--- config.mk ---
export PLATFORM = sky130hd
export DESIGN_NAME = md_issue_ctrl
export DESIGN_NICKNAME = d
export VERILOG_FILES = /design/src/rtl/md_issue_ctrl_pkg.sv /design/src/rtl/md_issue_ctrl_hilo_regs.sv /design/src/rtl/md_issue_ctrl.sv
export SDC_FILE = /design/constraint.sdc
export NUM_CORES = 1
export LEC_CHECK = 0
export BUFFER_PORTS_ARGS = -buffer_cell sky130_fd_sc_hd__buf_2
export CORE_MARGIN = 10
export CORE_UTILIZATION = 45
export CTS_CLUSTER_DIAMETER = 80
export DETAILED_ROUTE_END_ITERATION = 8
export PLACE_DENSITY = 0.77
export RECOVER_POWER = 50
export SLEW_MARGIN = 10
export SYNTH_ARGS = -nofsm -noshare
export SYNTH_HDL_FRONTEND = slang
export SYNTH_SLANG_ARGS = --single-unit
--- constraint.sdc ---
create_clock -name clk -period 4.2 [get_ports clk]
set_input_delay 0.42 -clock clk [delete_from_list [all_inputs] [get_ports clk]]
set_output_delay 0.42 -clock clk [all_outputs]
set_load 0.1 [all_outputs]
--- src/rtl/md_issue_ctrl_pkg.sv ---
// Shared encodings for the multiply/divide issue stage: md op codes, FSM states,
// calculator op codes and the request/write bundles passed between blocks.
package md_issue_ctrl_pkg;

  typedef enum logic [2:0] {
    MD_NONE  = 3'd0,
    MD_MULT  = 3'd1,
    MD_MULTU = 3'd2,
    MD_DIV   = 3'd3,
    MD_DIVU  = 3'd4,
    MD_MTHI  = 3'd5,
    MD_MTLO  = 3'd6
  } md_op_e;

  typedef enum logic [1:0] {
    ST_IDLE = 2'd0,
    ST_ARM  = 2'd1,
    ST_WAIT = 2'd2,
    ST_DONE = 2'd3
  } md_state_e;

  localparam logic [1:0] CAL_MULT  = 2'd0;
  localparam logic [1:0] CAL_MULTU = 2'd1;
  localparam logic [1:0] CAL_DIV   = 2'd2;
  localparam logic [1:0] CAL_DIVU  = 2'd3;

  typedef struct packed {
    logic [1:0]  op;
    logic [31:0] a;
    logic [31:0] b;
  } calc_req_t;

  typedef struct packed {
    logic        we;
    logic [31:0] data;
  } hilo_wr_t;

  // Reserved code 7 falls through to "not a calculator op".
  function automatic logic is_calc_op(input logic [2:0] op);
    return (op == MD_MULT) || (op == MD_MULTU) || (op == MD_DIV) || (op == MD_DIVU);
  endfunction

  function automatic logic [1:0] cal_op_of(input logic [2:0] op);
    logic [1:0] r;
    r = CAL_MULTU;
    case (op)
      MD_MULT: r = CAL_MULT;
      MD_DIV:  r = CAL_DIV;
      MD_DIVU: r = CAL_DIVU;
      default: r = CAL_MULTU;
    endcase
    return r;
  endfunction

endpackage

--- src/rtl/md_issue_ctrl_hilo_regs.sv ---
// Architectural HI/LO register pair. With HILO_FWD_EN defined, a same-cycle write
// is forwarded to the outputs; otherwise the outputs are purely registered.
module md_issue_ctrl_hilo_regs
  import md_issue_ctrl_pkg::*;
(
  input  logic        clk,
  input  logic        reset,
  input  hilo_wr_t    hi_wr,
  input  hilo_wr_t    lo_wr,
  output logic [31:0] hi_out,
  output logic [31:0] lo_out
);

  logic [31:0] hi_q, lo_q;

  always_ff @(posedge clk or negedge reset) begin
    if (!reset) begin
      hi_q <= '0;
      lo_q <= '0;
    end else begin
      if (hi_wr.we) hi_q <= hi_wr.data;
      if (lo_wr.we) lo_q <= lo_wr.data;
    end
  end

`ifdef HILO_FWD_EN
  // Bypass closes the MFHI/MFLO-after-write hazard without a decode bubble.
  assign hi_out = hi_wr.we ? hi_wr.data : hi_q;
  assign lo_out = lo_wr.we ? lo_wr.data : lo_q;
`else
  assign hi_out = hi_q;
  assign lo_out = lo_q;
`endif

endmodule

--- src/rtl/md_issue_ctrl.sv ---
// EX-stage issue/writeback control for the multiply/divide calculator.
// Optional HI/LO write forwarding is enabled by defining HILO_FWD_EN.
module md_issue_ctrl
  import md_issue_ctrl_pkg::*;
#(
  parameter int MIN_WAIT = 2,
  parameter int TIMEOUT  = 48,
  parameter int CNT_W    = 6
) (
  input  logic        clk,
  input  logic        reset,
  input  logic        op_valid,
  input  logic [2:0]  op,
  input  logic [31:0] rs_val,
  input  logic [31:0] rt_val,
  input  logic        flush,
  output logic        stall,
  output logic [31:0] hi_out,
  output logic [31:0] lo_out,
  output logic        md_err,
  output logic        calc_ena,
  output logic [1:0]  calc_op,
  output logic [31:0] calc_a,
  output logic [31:0] calc_b,
  input  logic [31:0] calc_lo,
  input  logic [31:0] calc_hi,
  input  logic        calc_finish
);

  localparam logic [CNT_W-1:0] ARM_LAST  = CNT_W'(MIN_WAIT - 1);
  localparam logic [CNT_W-1:0] WAIT_LAST = CNT_W'(TIMEOUT - 1);

  md_state_e        state_q;
  logic [CNT_W-1:0] cnt_q;
  logic             busy_q;
  logic             err_q;
  calc_req_t        req_q;

  logic     idle, issue, mthi_go, mtlo_go, cap;
  hilo_wr_t hi_wr, lo_wr;

  assign idle    = (state_q == ST_IDLE);
  assign issue   = idle && op_valid && !flush && is_calc_op(op);
  assign mthi_go = idle && op_valid && !flush && (op == MD_MTHI);
  assign mtlo_go = idle && op_valid && !flush && (op == MD_MTLO);
  // Finish is only trusted after the ARM window has masked the pre-busy glitch.
  assign cap     = (state_q == ST_WAIT) && calc_finish && !flush;

  // busy_q covers ARM/WAIT; the issue cycle stalls combinationally.
  assign stall    = busy_q | issue;
  assign calc_ena = busy_q;
  assign calc_op  = req_q.op;
  assign calc_a   = req_q.a;
  assign calc_b   = req_q.b;
  assign md_err   = err_q;

  always_comb begin
    hi_wr      = '0;
    lo_wr      = '0;
    hi_wr.we   = mthi_go | cap;
    hi_wr.data = cap ? calc_hi : rs_val;
    lo_wr.we   = mtlo_go | cap;
    lo_wr.data = cap ? calc_lo : rs_val;
  end

  always_ff @(posedge clk or negedge reset) begin
    if (!reset) begin
      state_q <= ST_IDLE;
      cnt_q   <= '0;
      busy_q  <= 1'b0;
      err_q   <= 1'b0;
      req_q   <= '{op: CAL_MULTU, a: 32'd0, b: 32'd0};
    end else if (flush) begin
      state_q <= ST_IDLE;
      cnt_q   <= '0;
      busy_q  <= 1'b0;
    end else begin
      case (state_q)
        ST_IDLE: begin
          if (issue) begin
            req_q   <= '{op: cal_op_of(op), a: rs_val, b: rt_val};
            cnt_q   <= '0;
            busy_q  <= 1'b1;
            state_q <= ST_ARM;
          end
        end
        ST_ARM: begin
          if (cnt_q == ARM_LAST) begin
            cnt_q   <= '0;
            state_q <= ST_WAIT;
          end else begin
            cnt_q <= cnt_q + 1'b1;
          end
        end
        ST_WAIT: begin
          if (calc_finish) begin
            busy_q  <= 1'b0;
            state_q <= ST_DONE;
          end else if (cnt_q == WAIT_LAST) begin
            busy_q  <= 1'b0;
            err_q   <= 1'b1;
            state_q <= ST_DONE;
          end else begin
            cnt_q <= cnt_q + 1'b1;
          end
        end
        // One idle-enable cycle guarantees a fresh calc_ena rising edge per op.
        ST_DONE: state_q <= ST_IDLE;
        default: state_q <= ST_IDLE;
      endcase
    end
  end

  md_issue_ctrl_hilo_regs u_hilo (
    .clk    (clk),
    .reset  (reset),
    .hi_wr  (hi_wr),
    .lo_wr  (lo_wr),
    .hi_out (hi_out),
    .lo_out (lo_out)
  );

endmodule

==> results.sh <==
export IMPL_cts_setup_buffers=0
export IMPL_hold_viol=0
export IMPL_avgViaCountPerCell=5.11
export IMPL_hp_class="input port to flip-flop"
export IMPL_use_met1_pct=22.9
export IMPL_synth_seq_cells=140
export IMPL_outcome="finished with violations"
export IMPL_drt_iter0_drc=321
export IMPL_slowest_delay_ps=430
export IMPL_grt_pass1_vias=5140
export IMPL_num_rows=42
export IMPL_r2r_end="calc_a[9]"
export IMPL_grt_max_degree=111
export IMPL_cts_root_buf="clkbuf_16"
export IMPL_seq_area_sq_mm=0.00350
export IMPL_clock_sinks=140
export IMPL_setup_violations=0
export IMPL_area_delta_synth_final_pct=32.2
export IMPL_reg2reg_depth=8
export IMPL_r2r_slack_ps=1340
export IMPL_cp_start_kind="flip-flop"
export IMPL_cts_tree="done"
export IMPL_dpl_cell_count=957
export IMPL_critical_path_arrival_ps=2650
export IMPL_io_pins=269
export IMPL_synth_area_leaders="dfrtp_1 56%, mux2_4 12%, a31oi_1 6.6%, nand2_1 5.9%, nor2_1 4.1%"
export IMPL_min_period_ps=3070
export IMPL_violations="max-capacitance violations, max-slew violations"
export IMPL_netlist_top_cell_by_area="dfrtp_1"
export IMPL_async_flop_share_pct=100
export IMPL_synth_fp_nets=679
export IMPL_end_kind="primary output"
export IMPL_skew_ps=3.97
export IMPL_cts_repair_resized=0
export IMPL_rsz0062_at_grt="false"
export IMPL_crit_type="flip-flop to primary output"
export IMPL_drv_slew=111
export IMPL_clock_latency_ps=420
export IMPL_worst_path_buf_inv=3
export IMPL_first_pass_iters=5
export IMPL_die_x_um=137
export IMPL_synth_commonest_cells="139 x dfrtp_1, 97 x nand2_1, 68 x nor2_1, 65 x a31oi_1, 49 x mux2_4"
export IMPL_globalRouteMet2Util_pct=32.7
export IMPL_cp_max_fo=37
export IMPL_drt_total_wl_um=18500
export IMPL_timing_final_crit_share_pct=73.1
export IMPL_endpoint="stall"
export IMPL_multi_input_area_sq_mm=0.00249
export IMPL_min_from="rt_val[18]"
export IMPL_final_nets=941
export IMPL_ys_seq_area_share_pct=56.8
export IMPL_r2r_start="state_q[0]"
export IMPL_ys_warn_count=0
export IMPL_grt_total_usage_pct=19.3
export IMPL_synth_top_area_share_pct=56.4
export IMPL_busiest_layer="met2"
export IMPL_worstPathCellList="inv_1 > ha_1 > and2_1 > and2b_1 > nand3_4 > buf_4 > nand2b_1 > buf_2"
export IMPL_routabilityCongestion=0.828
export IMPL_antenna_found_initial=1
export IMPL_synth_edff_count=0
export IMPL_finalWorstSetupSlack_ps=1130
export IMPL_critical_path_slowest_cell="buf_2"
export IMPL_io_buffers=268
export IMPL_drive_gt1_share_pct=36.9
export IMPL_via_count=5062
export IMPL_cp_num_cells=8
export IMPL_cts_hold_buffers=0
export IMPL_nFillCells=1186
export IMPL_synth_cells=538
export IMPL_route_detailed_wl_per_inst_um=18.7
export IMPL_cts_buffer_depth=2
export IMPL_grt_ovfl_total=0
export IMPL_synthesis_area_sq_mm=0.00617
export IMPL_met3_usage_pct=4.84
export IMPL_htree_levels=4
export IMPL_ys_types=47
export IMPL_synthFlopType="dfrtp_1"
export IMPL_synth_most_common_cell="dfrtp_1"
export IMPL_worstMarginPinSlew_ps=2690
export IMPL_hpwl_um=13600
export IMPL_setup_tns_ps=0
export IMPL_cp_top_family="buffers and inverters"
export IMPL_grt_pass1_wl_um=28300
export IMPL_max_cap_violations=1
export IMPL_preCtsSetupSlack_ps=1380
export IMPL_max_slew_margin_pct=-79.1
export IMPL_worst_ep_required_time_ps=3780
export IMPL_syn_avg_cell_area_sq_um=11.5
export IMPL_clkTransAtPathRegs_ps=60
export IMPL_dieArea_sq_mm=0.0188
export IMPL_instances_no_fill=990
export IMPL_critPathLaunch="state_q[1]"
export IMPL_initial_core_util_pct=46.2
export IMPL_die_h_um=137
export IMPL_drc_errors=0
export IMPL_core_sq_mm=0.0133
export IMPL_cts_made_buffers=17
export IMPL_final_core_util_pct=61.1
export IMPL_fmax_mhz=326
export IMPL_ant_nets=0
==> final cells by class <==
class / instances / area share [%]
Multi-Input combinational cell: 360 / 30.5
Clock buffer: 25 / 6.08
Sequential cell: 140 / 43.0
Clock inverter: 7 / 1.35
Antenna cell: 1 / 0.0307
Inverter: 6 / 0.276
Tap cell: 176 / 2.70
Timing Repair Buffer: 275 / 16.1
==> cells in the final DEF (no fill, tap or decap), types with 4 or more instances in the layout <==
cell type,synthesis,routed
clkbuf_8,0,4
inv_1,6,6
mux2_4,49,49
clkbuf_16,0,17
nand2b_1,4,4
ha_1,5,5
mux2_1,16,16
nor2b_1,4,4
clkbuf_1,12,69
buf_4,2,6
o21ai_0,6,6
nor2_1,68,68
clkinv_2,0,4
nand2_1,97,97
dfrtp_1,139,139
buf_2,13,202
a31oi_1,65,65
==> logic make-up (layout without fill, tap and decap cells) <==
logic type	count (synthesis)	in the layout	share of synthesized area, %
other cells	0	1	0
buf+inv	38	313	3.31
flops	140	140	56.8
simple gates	196	196	13.6
xor+xnor	1	1	0.142
compound gates	92	92	10.1
fa+ha+maj	5	5	1.01
mux	66	66	15.0
==> metrics by stage <==
stage,instance area (sq um),hold WS (ps)
finish,8160,210
global route,8160,212
CTS,8240,186
detailed placement,7640,478
global placement,7640,454
floorplan,6170,124
==> per-layer routing <==
| layer | vias up | share of wire [%] |
|---|---|---|
| li1 | 2405 | - |
| met1 | 2434 | 40 |
| met2 | 194 | 51 |
| met3 | 29 | 7.5 |
| met4 | 0 | 2.2 |
| met5 | - | 0 |
==> worst min-delay path by stage <==
| stage | endpoint | slack, ps | depth (start not counted) |
|---|---|---|---|
| after detailed placement | calc_b[22] | 480 | 1 |
| after floorplan | calc_a[0] | 120 | 0 |
| after global routing | calc_b[23] | 210 | 2 |
| after global placement | md_err | 450 | 2 |
| final | calc_b[18] | 210 | 2 |
| after CTS | calc_a[6] | 190 | 1 |
==> registers in the layout, indices dropped and copies added, names as in the netlist <==
register and count:
calc_ena 1, cnt_q 6, u_hilo.hi_out 32, md_err 1, u_hilo.lo_out 32, calc_op 2
calc_b 32, calc_a 32, state_q 2
Power is left out: the tool's default activity adds up to more than one toggle a clock period on the data nets, which glitch-free logic cannot reach.
